## src/rtl/perm_lane_tx.sv

```systemverilog
// Lane-stream transmitter: buffers 25-lane Keccak blocks from a load port and replays them with firstout on lane 0.
// Define PERM_TX_PINGPONG_EN for two banks (fill one while sending the other); the default build has a single bank.
module perm_lane_tx #(
  parameter int W     = 64,
  parameter int LANES = 25
) (
  input  logic         clk,
  input  logic         rst,
  input  logic         ld_push,
  input  logic [W-1:0] ld_data,
  output logic         ld_stop,
  output logic         pushout,
  output logic         firstout,
  output logic [W-1:0] dout,
  input  logic         stopout,
  output logic         blk_sent,
  output logic         busy
);

`ifdef PERM_TX_PINGPONG_EN
  localparam int NB = 2;
`else
  localparam int NB = 1;
`endif
  localparam int CW = $clog2(LANES);
  localparam logic [CW-1:0] LAST = CW'(LANES - 1);

  typedef enum logic [1:0] {B_EMPTY, B_FILLING, B_FULL, B_SENDING} bank_t;
  typedef enum logic {S_IDLE, S_SEND} state_t;

  function automatic logic nxt_bank(input logic b);
    if (NB > 1) return ~b;
    return 1'b0;
  endfunction

  logic [W-1:0] mem [NB][LANES];

  state_t        state, state_nxt;
  bank_t         bstate [NB];
  bank_t         bstate_nxt [NB];
  logic [CW-1:0] wcnt, wcnt_nxt, rcnt, rcnt_nxt;
  logic          wbank, wbank_nxt, rbank, rbank_nxt;
  logic          pushout_nxt, firstout_nxt, ld_stop_nxt;
  logic [W-1:0]  dout_nxt;
  logic          acc, fill_done, xfer, last_xfer, start, start_bank;
  logic [NB-1:0] avail;

  // Lane buffer: data only, never reset
  always_ff @(posedge clk) begin
    if (acc) mem[wbank][wcnt] <= ld_data;
  end

  always_comb begin
    acc       = ld_push & ~ld_stop;
    fill_done = acc && (wcnt == LAST);
    xfer      = pushout & ~stopout;
    last_xfer = xfer && (rcnt == LAST);

    // A bank completing its fill on this edge counts as FULL so sending starts without a bubble
    avail = '0;
    for (int b = 0; b < NB; b++)
      avail[b] = (bstate[b] == B_FULL) || (fill_done && (wbank == 1'(b)));

    state_nxt    = state;
    rbank_nxt    = rbank;
    rcnt_nxt     = rcnt;
    pushout_nxt  = pushout;
    firstout_nxt = firstout;
    dout_nxt     = dout;
    start        = 1'b0;
    start_bank   = rbank;

    case (state)
      S_IDLE: begin
        if (avail[rbank]) begin
          start      = 1'b1;
          start_bank = rbank;
        end
      end
      S_SEND: begin
        if (last_xfer) begin
          rbank_nxt = nxt_bank(rbank);
          if (avail[nxt_bank(rbank)]) begin
            start      = 1'b1;
            start_bank = nxt_bank(rbank);
          end else begin
            state_nxt    = S_IDLE;
            pushout_nxt  = 1'b0;
            firstout_nxt = 1'b0;
          end
        end else if (xfer) begin
          rcnt_nxt     = rcnt + 1'b1;
          firstout_nxt = 1'b0;
          dout_nxt     = mem[rbank][rcnt + 1'b1];
        end
      end
      default: state_nxt = S_IDLE;
    endcase

    if (start) begin
      state_nxt    = S_SEND;
      rbank_nxt    = start_bank;
      rcnt_nxt     = '0;
      pushout_nxt  = 1'b1;
      firstout_nxt = 1'b1;
      dout_nxt     = mem[start_bank][0];
    end

    for (int b = 0; b < NB; b++) begin
      bstate_nxt[b] = bstate[b];
      if (start && (start_bank == 1'(b)))
        bstate_nxt[b] = B_SENDING;
      else if (last_xfer && (rbank == 1'(b)))
        bstate_nxt[b] = B_EMPTY;
      else if (fill_done && (wbank == 1'(b)))
        bstate_nxt[b] = B_FULL;
      else if (acc && (wbank == 1'(b)))
        bstate_nxt[b] = B_FILLING;
    end

    wcnt_nxt  = wcnt;
    wbank_nxt = wbank;
    if (fill_done) begin
      wcnt_nxt  = '0;
      wbank_nxt = nxt_bank(wbank);
    end else if (acc) begin
      wcnt_nxt = wcnt + 1'b1;
    end

    // Stop loading while the bank to be filled next still holds an unsent block
    ld_stop_nxt = (bstate_nxt[wbank_nxt] == B_FULL) || (bstate_nxt[wbank_nxt] == B_SENDING);
  end

  always_ff @(posedge clk or posedge rst) begin
    if (rst) begin
      state    <= S_IDLE;
      wcnt     <= '0;
      wbank    <= 1'b0;
      rcnt     <= '0;
      rbank    <= 1'b0;
      pushout  <= 1'b0;
      firstout <= 1'b0;
      dout     <= '0;
      ld_stop  <= 1'b0;
      blk_sent <= 1'b0;
      for (int b = 0; b < NB; b++) bstate[b] <= B_EMPTY;
    end else begin
      state    <= state_nxt;
      wcnt     <= wcnt_nxt;
      wbank    <= wbank_nxt;
      rcnt     <= rcnt_nxt;
      rbank    <= rbank_nxt;
      pushout  <= pushout_nxt;
      firstout <= firstout_nxt;
      dout     <= dout_nxt;
      ld_stop  <= ld_stop_nxt;
      blk_sent <= last_xfer;
      for (int b = 0; b < NB; b++) bstate[b] <= bstate_nxt[b];
    end
  end

  always_comb begin
    busy = 1'b0;
    for (int b = 0; b < NB; b++)
      if (bstate[b] != B_EMPTY) busy = 1'b1;
  end

endmodule

```

## config.mk

```make
export PLATFORM = sky130hd
export DESIGN_NAME = perm_lane_tx
export DESIGN_NICKNAME = d
export VERILOG_FILES = /design/src/rtl/perm_lane_tx.sv
export SDC_FILE = /design/constraint.sdc
export NUM_CORES = 2
export LEC_CHECK = 0
export BUFFER_PORTS_ARGS = -buffer_cell sky130_fd_sc_hd__buf_2
export CELL_PAD_IN_SITES_DETAIL_PLACEMENT = 0
export CELL_PAD_IN_SITES_GLOBAL_PLACEMENT = 2
export CORE_ASPECT_RATIO = 1.25
export CORE_MARGIN = 3
export CORE_UTILIZATION = 56
export CTS_BUF_LIST = sky130_fd_sc_hd__clkbuf_4
export DETAILED_ROUTE_END_ITERATION = 10
export MAX_ROUTING_LAYER = met4
export PLACE_DENSITY_LB_ADDON = 0.05
export SLEW_MARGIN = 40
export SYNTH_ARGS = -nofsm -noshare
export SYNTH_HDL_FRONTEND = slang
export SYNTH_SLANG_ARGS = --single-unit
export TNS_END_PERCENT = 20
```

## constraint.sdc

```tcl
create_clock -name clk -period 13.4 [get_ports clk]
set_clock_uncertainty 0.05 [all_clocks]
set_input_delay 0.67 -clock clk [delete_from_list [all_inputs] [get_ports clk]]
set_output_delay 0.67 -clock clk [all_outputs]
set_load 0.03 [all_outputs]
```

==> results <==
- After synthesis, the share of cell area in mux cells is 14.2%.
- The number of detailed-routing iterations run before antenna repair is 7.
- The hold violation total from the final report is 0.
- The smallest clock period supported by the final layout is computed as 4.24 ns.
- In the post-synthesis netlist, the cell with the most instances is edfxtp_1.
- STA classifies the critical path endpoint as a flip-flop.
- The final-layout fill cell count is 7857.
- The run finished with clean final reports.
- After layout, the worst path uses 31.6% of the clock period.
- The total congestion overflow is 0.
- Setup repair after global routing left no endpoint under its margin.
- After global routing, the most crowded layer is met2.
- Row generation in the floorplan step produced 138 rows.
- The mean routed wirelength per cell is 31.4 µm.
- The total power per unit cell area is 203 nW/µm².
- The clock sink count is 1681.
- The mapped netlist covers 64300 µm².
- The met2 usage is 46.8%.
- The worst setup path is of the reg -> reg kind.
- The number of nets in the synthesized netlist is 3119.
- Global routing consumed, over all layers together, 30.1% of the routing resources.
- The clock reaches the later pin of the worst-skew pair after 1.26 ns.
- The synthesized netlist devotes 1.67% of its cell area to simple gates.
- The CTS tree is built.
- The clock-pin transition on the worst setup and hold timing paths is 0.07 ns.
- The static leakage is 23.5 nW.
- For this block, the initial DRC count from the detailed router was 3769.
- The instance area after placement is 67300 µm².
- Across the run, the number of max-cap violations was 0.
- The xor/xnor share of the synthesized area is 0.0934%.
- Summing the areas of all fa, ha and maj instances in the mapped netlist gives 0.117% of the synthesized area.
- Timing would allow up to 236 MHz.
- In the post-synthesis netlist, the biggest area contributors are edfxtp_1, mux4_2, dfrtp_1.
- In the final layout, the multi-input gates occupy 13700 µm².
- The register bit count reported by yosys is 1681.
- The floorplan step defined a core boundary enclosing 114000 µm².
- The worst-margin pin slew is 0.888 ns.
- The worst setup path is launched from a flip-flop.
- At the worst endpoint, the arrival time is 5.28 ns.
- The number of buffers inserted during clock tree synthesis is 409.
- In the synthesized netlist the dominant register cell turns out to be edfxtp_1.
- Setup violations remaining at the end of the flow were counted as 0.
- The number of flops mapped to enable cells by yosys is 1600.
- The wire length of the first global-routing pass is 243000 µm.
- The floorplan step set the die height to 385 µm.
- The effective utilization at floorplan is 56.6%.
- Counting flops with an async set or reset pin after synthesis yields a share of 4.82%.
- The dominant combinational cell family by area after synthesis is multiplexers.
- Pin placement for this block handled 137 I/O pins.
- The tightest slew margin relative to the limit is 40.8%.
- The cell sitting at the root of the clock tree is a clkbuf_4.
- The post-route netlist has 33.3% of its cells at a drive strength greater than 1.
- Entering global routing, the biggest net connects 98 pins.
- For met1 alone, demand over resource in global routing was 40.4%.
- The final-report max-slew violation count came to 0.
- For this run, the number of Yosys warnings is 0.
- In the final layout, flip-flops and latches occupy 50100 µm².
- The area growth from synthesis to layout is 13.9%.
- The final design area excluding fillers is 73300 µm².
- The path class of the tightest hold or removal check is in -> reg.
- The proportion of synthesized chip area in sequential cells is 77.9%.
- For the final routed database, the setup TNS stands at 0 ns.
- The count of H-tree levels built during CTS is 5.
- The distinct cell type count after synthesis is 54.
- The routability-driven placement congestion ratio is 0.757.
- The via count is 34300.
- The synthesized netlist devotes 4.72% of its cell area to compound gates.
- The required time of the critical path is 14.44 ns.
- Global routing used 7.10% of the available met3 tracks.
- Detailed placement finished with a half-perimeter wire length of 80300 µm.
- The largest fanout of any net on the critical path is 31.
- Once the clock tree was built, the setup fixing pass inserted 0 buffers.
- Hold timing on the final database bottoms out at a slack of 0.363 ns.
- The final wirelength is 169000 µm.
- The initial antenna violation count is 13.
- The DRC violation count after routing is 0.
- The average via count per standard cell is 6.39.
- The detail route stage leaves a number of antenna-violating nets equal to 0.
- The final layout contains 3646 nets.
- The maximum number of buffers from clock root to sink is 4.
- The share of the synthesized area in the top cell type is 74.7%.
- The gate count of the mapped netlist is 3045.
- The overall die area is 119000 µm².
- The pre-CTS setup slack is 9.05 ns.
- The post-route worst setup slack is 9.16 ns.
- The highest ir drop seen on vdd is 0.000197 V.
- The largest area contributor in the synthesized netlist is edfxtp_1.
- The via count of the first global-routing pass came to 35500.
- From left edge to right edge, the die measures 309 µm.
- The count of input and output buffers is 136.
- The synthesized area divided by synthesized cell count is 21.1 µm².
- The commonest cells after synthesis are edfxtp_1, mux4_2, nand2_1.
[per-stage QoR]
step	total power (W)	cells	util, %
2_1_floorplan	0.00950	3045	-
3_3_place_gp	0.0108	4547	59.0
3_5_place_dp	0.0109	4559	59.3
4_1_cts	0.0150	5352	64.4
5_1_grt	0.0156	5369	64.5
6_report	0.0149	5371	64.5
[critical path: stages, from the launching register on]
cell and delay [ns]:
dfrtp_4 0.66, ha_1 0.67, nand3_1 0.18, xnor2_1 0.38
a21oi_2 0.22, buf_4 0.30, nand2_4 0.37, buf_4 0.67
o211ai_1 0.23, o32a_1 0.32
[logic make-up (layout without fill, tap and decap cells)]
kind of cell,count (synthesis),after routing
flops,1681,1681
mux,451,451
compound gates,446,446
simple gates,256,256
buf+inv,199,1040
fa+ha+maj,6,6
xor+xnor,6,6
other cells,0,15
[final timing paths]
| kind | startpoint | end | slack, ns | depth (start not counted) |
|---|---|---|---|---|
| worst max-delay path | rcnt[0] | dout[29] | 9.16 | 9 |
| worst min-delay path | ld_data[0] | mem[0][1024] | 0.36 | 2 |
| worst max register to register | rcnt[0] | dout[29] | 9.16 | 9 |
| worst min register to register | firstout | firstout | 0.45 | 2 |
| max in group asynchronous | rst | rcnt[0] | 11.56 | 5 |
| min in group asynchronous | rst | wcnt[1] | 0.55 | 4 |
[final cells by class]
type / count / share of cell area (%)
antenna: 15 / 0.0512
clock buffer: 599 / 6.14
clock inverter: 126 / 0.862
inverter: 17 / 0.0905
multi-input combinational: 1165 / 18.7
sequential: 1681 / 68.3
tap: 1470 / 2.51
timing repair buffer: 298 / 3.35
[per-layer routing]
| layer | vias to the layer above | wire (µm) |
|---|---|---|
| met4 | 0 | 3200 |
| met5 | - | 0 |
| li1 | 14100 | - |
| met1 | 18100 | 65900 |
| met3 | 228 | 15900 |
| met2 | 1844 | 83800 |
[where the power goes]
group	internal (W)	leakage (nW)	switching [W]	total [W]
clock	0.00214	3.06	0.00195	0.00410
sequential	0.00601	15.3	0.000168	0.00618
combinational	0.00199	5.12	0.00259	0.00458
[sequential cells by signal, indices dropped and copies added, names as in the netlist]
register,flops
mem,1600
dout,64
rcnt,5
wcnt,5
bstate,2
blk_sent,1
firstout,1
pushout,1
rbank,1
state,1
[repair_timing]
item / 4_1_cts / 5_1_grt
hold buffers: 68 / 0
hold endpoints to repair: 1690 / 0
gates resized for setup: 0 / 0
[placed cells by master, fill, tap and decap left out, drive strengths merged, types with 5 or more instances in the layout]
cell / instances
o21ai: 97
diode: 15
dfrtp: 81
inv: 19
dlygate4sd3: 68
mux2: 28
a22oi: 70
mux4: 366
ha: 6
nor2: 44
clkbuf: 599
nand3: 14
o22ai: 10
o211ai: 57
clkinv: 117
a41oi: 7
mux2i: 57
nand2b: 6
a21o: 8
a22o: 21
edfxtp: 1600
o32a: 48
buf: 230
o22a: 9
nor2b: 9
a21oi: 106
bufinv: 5
nand2: 169
No activity file was read; power rests on OpenSTA's default activity.
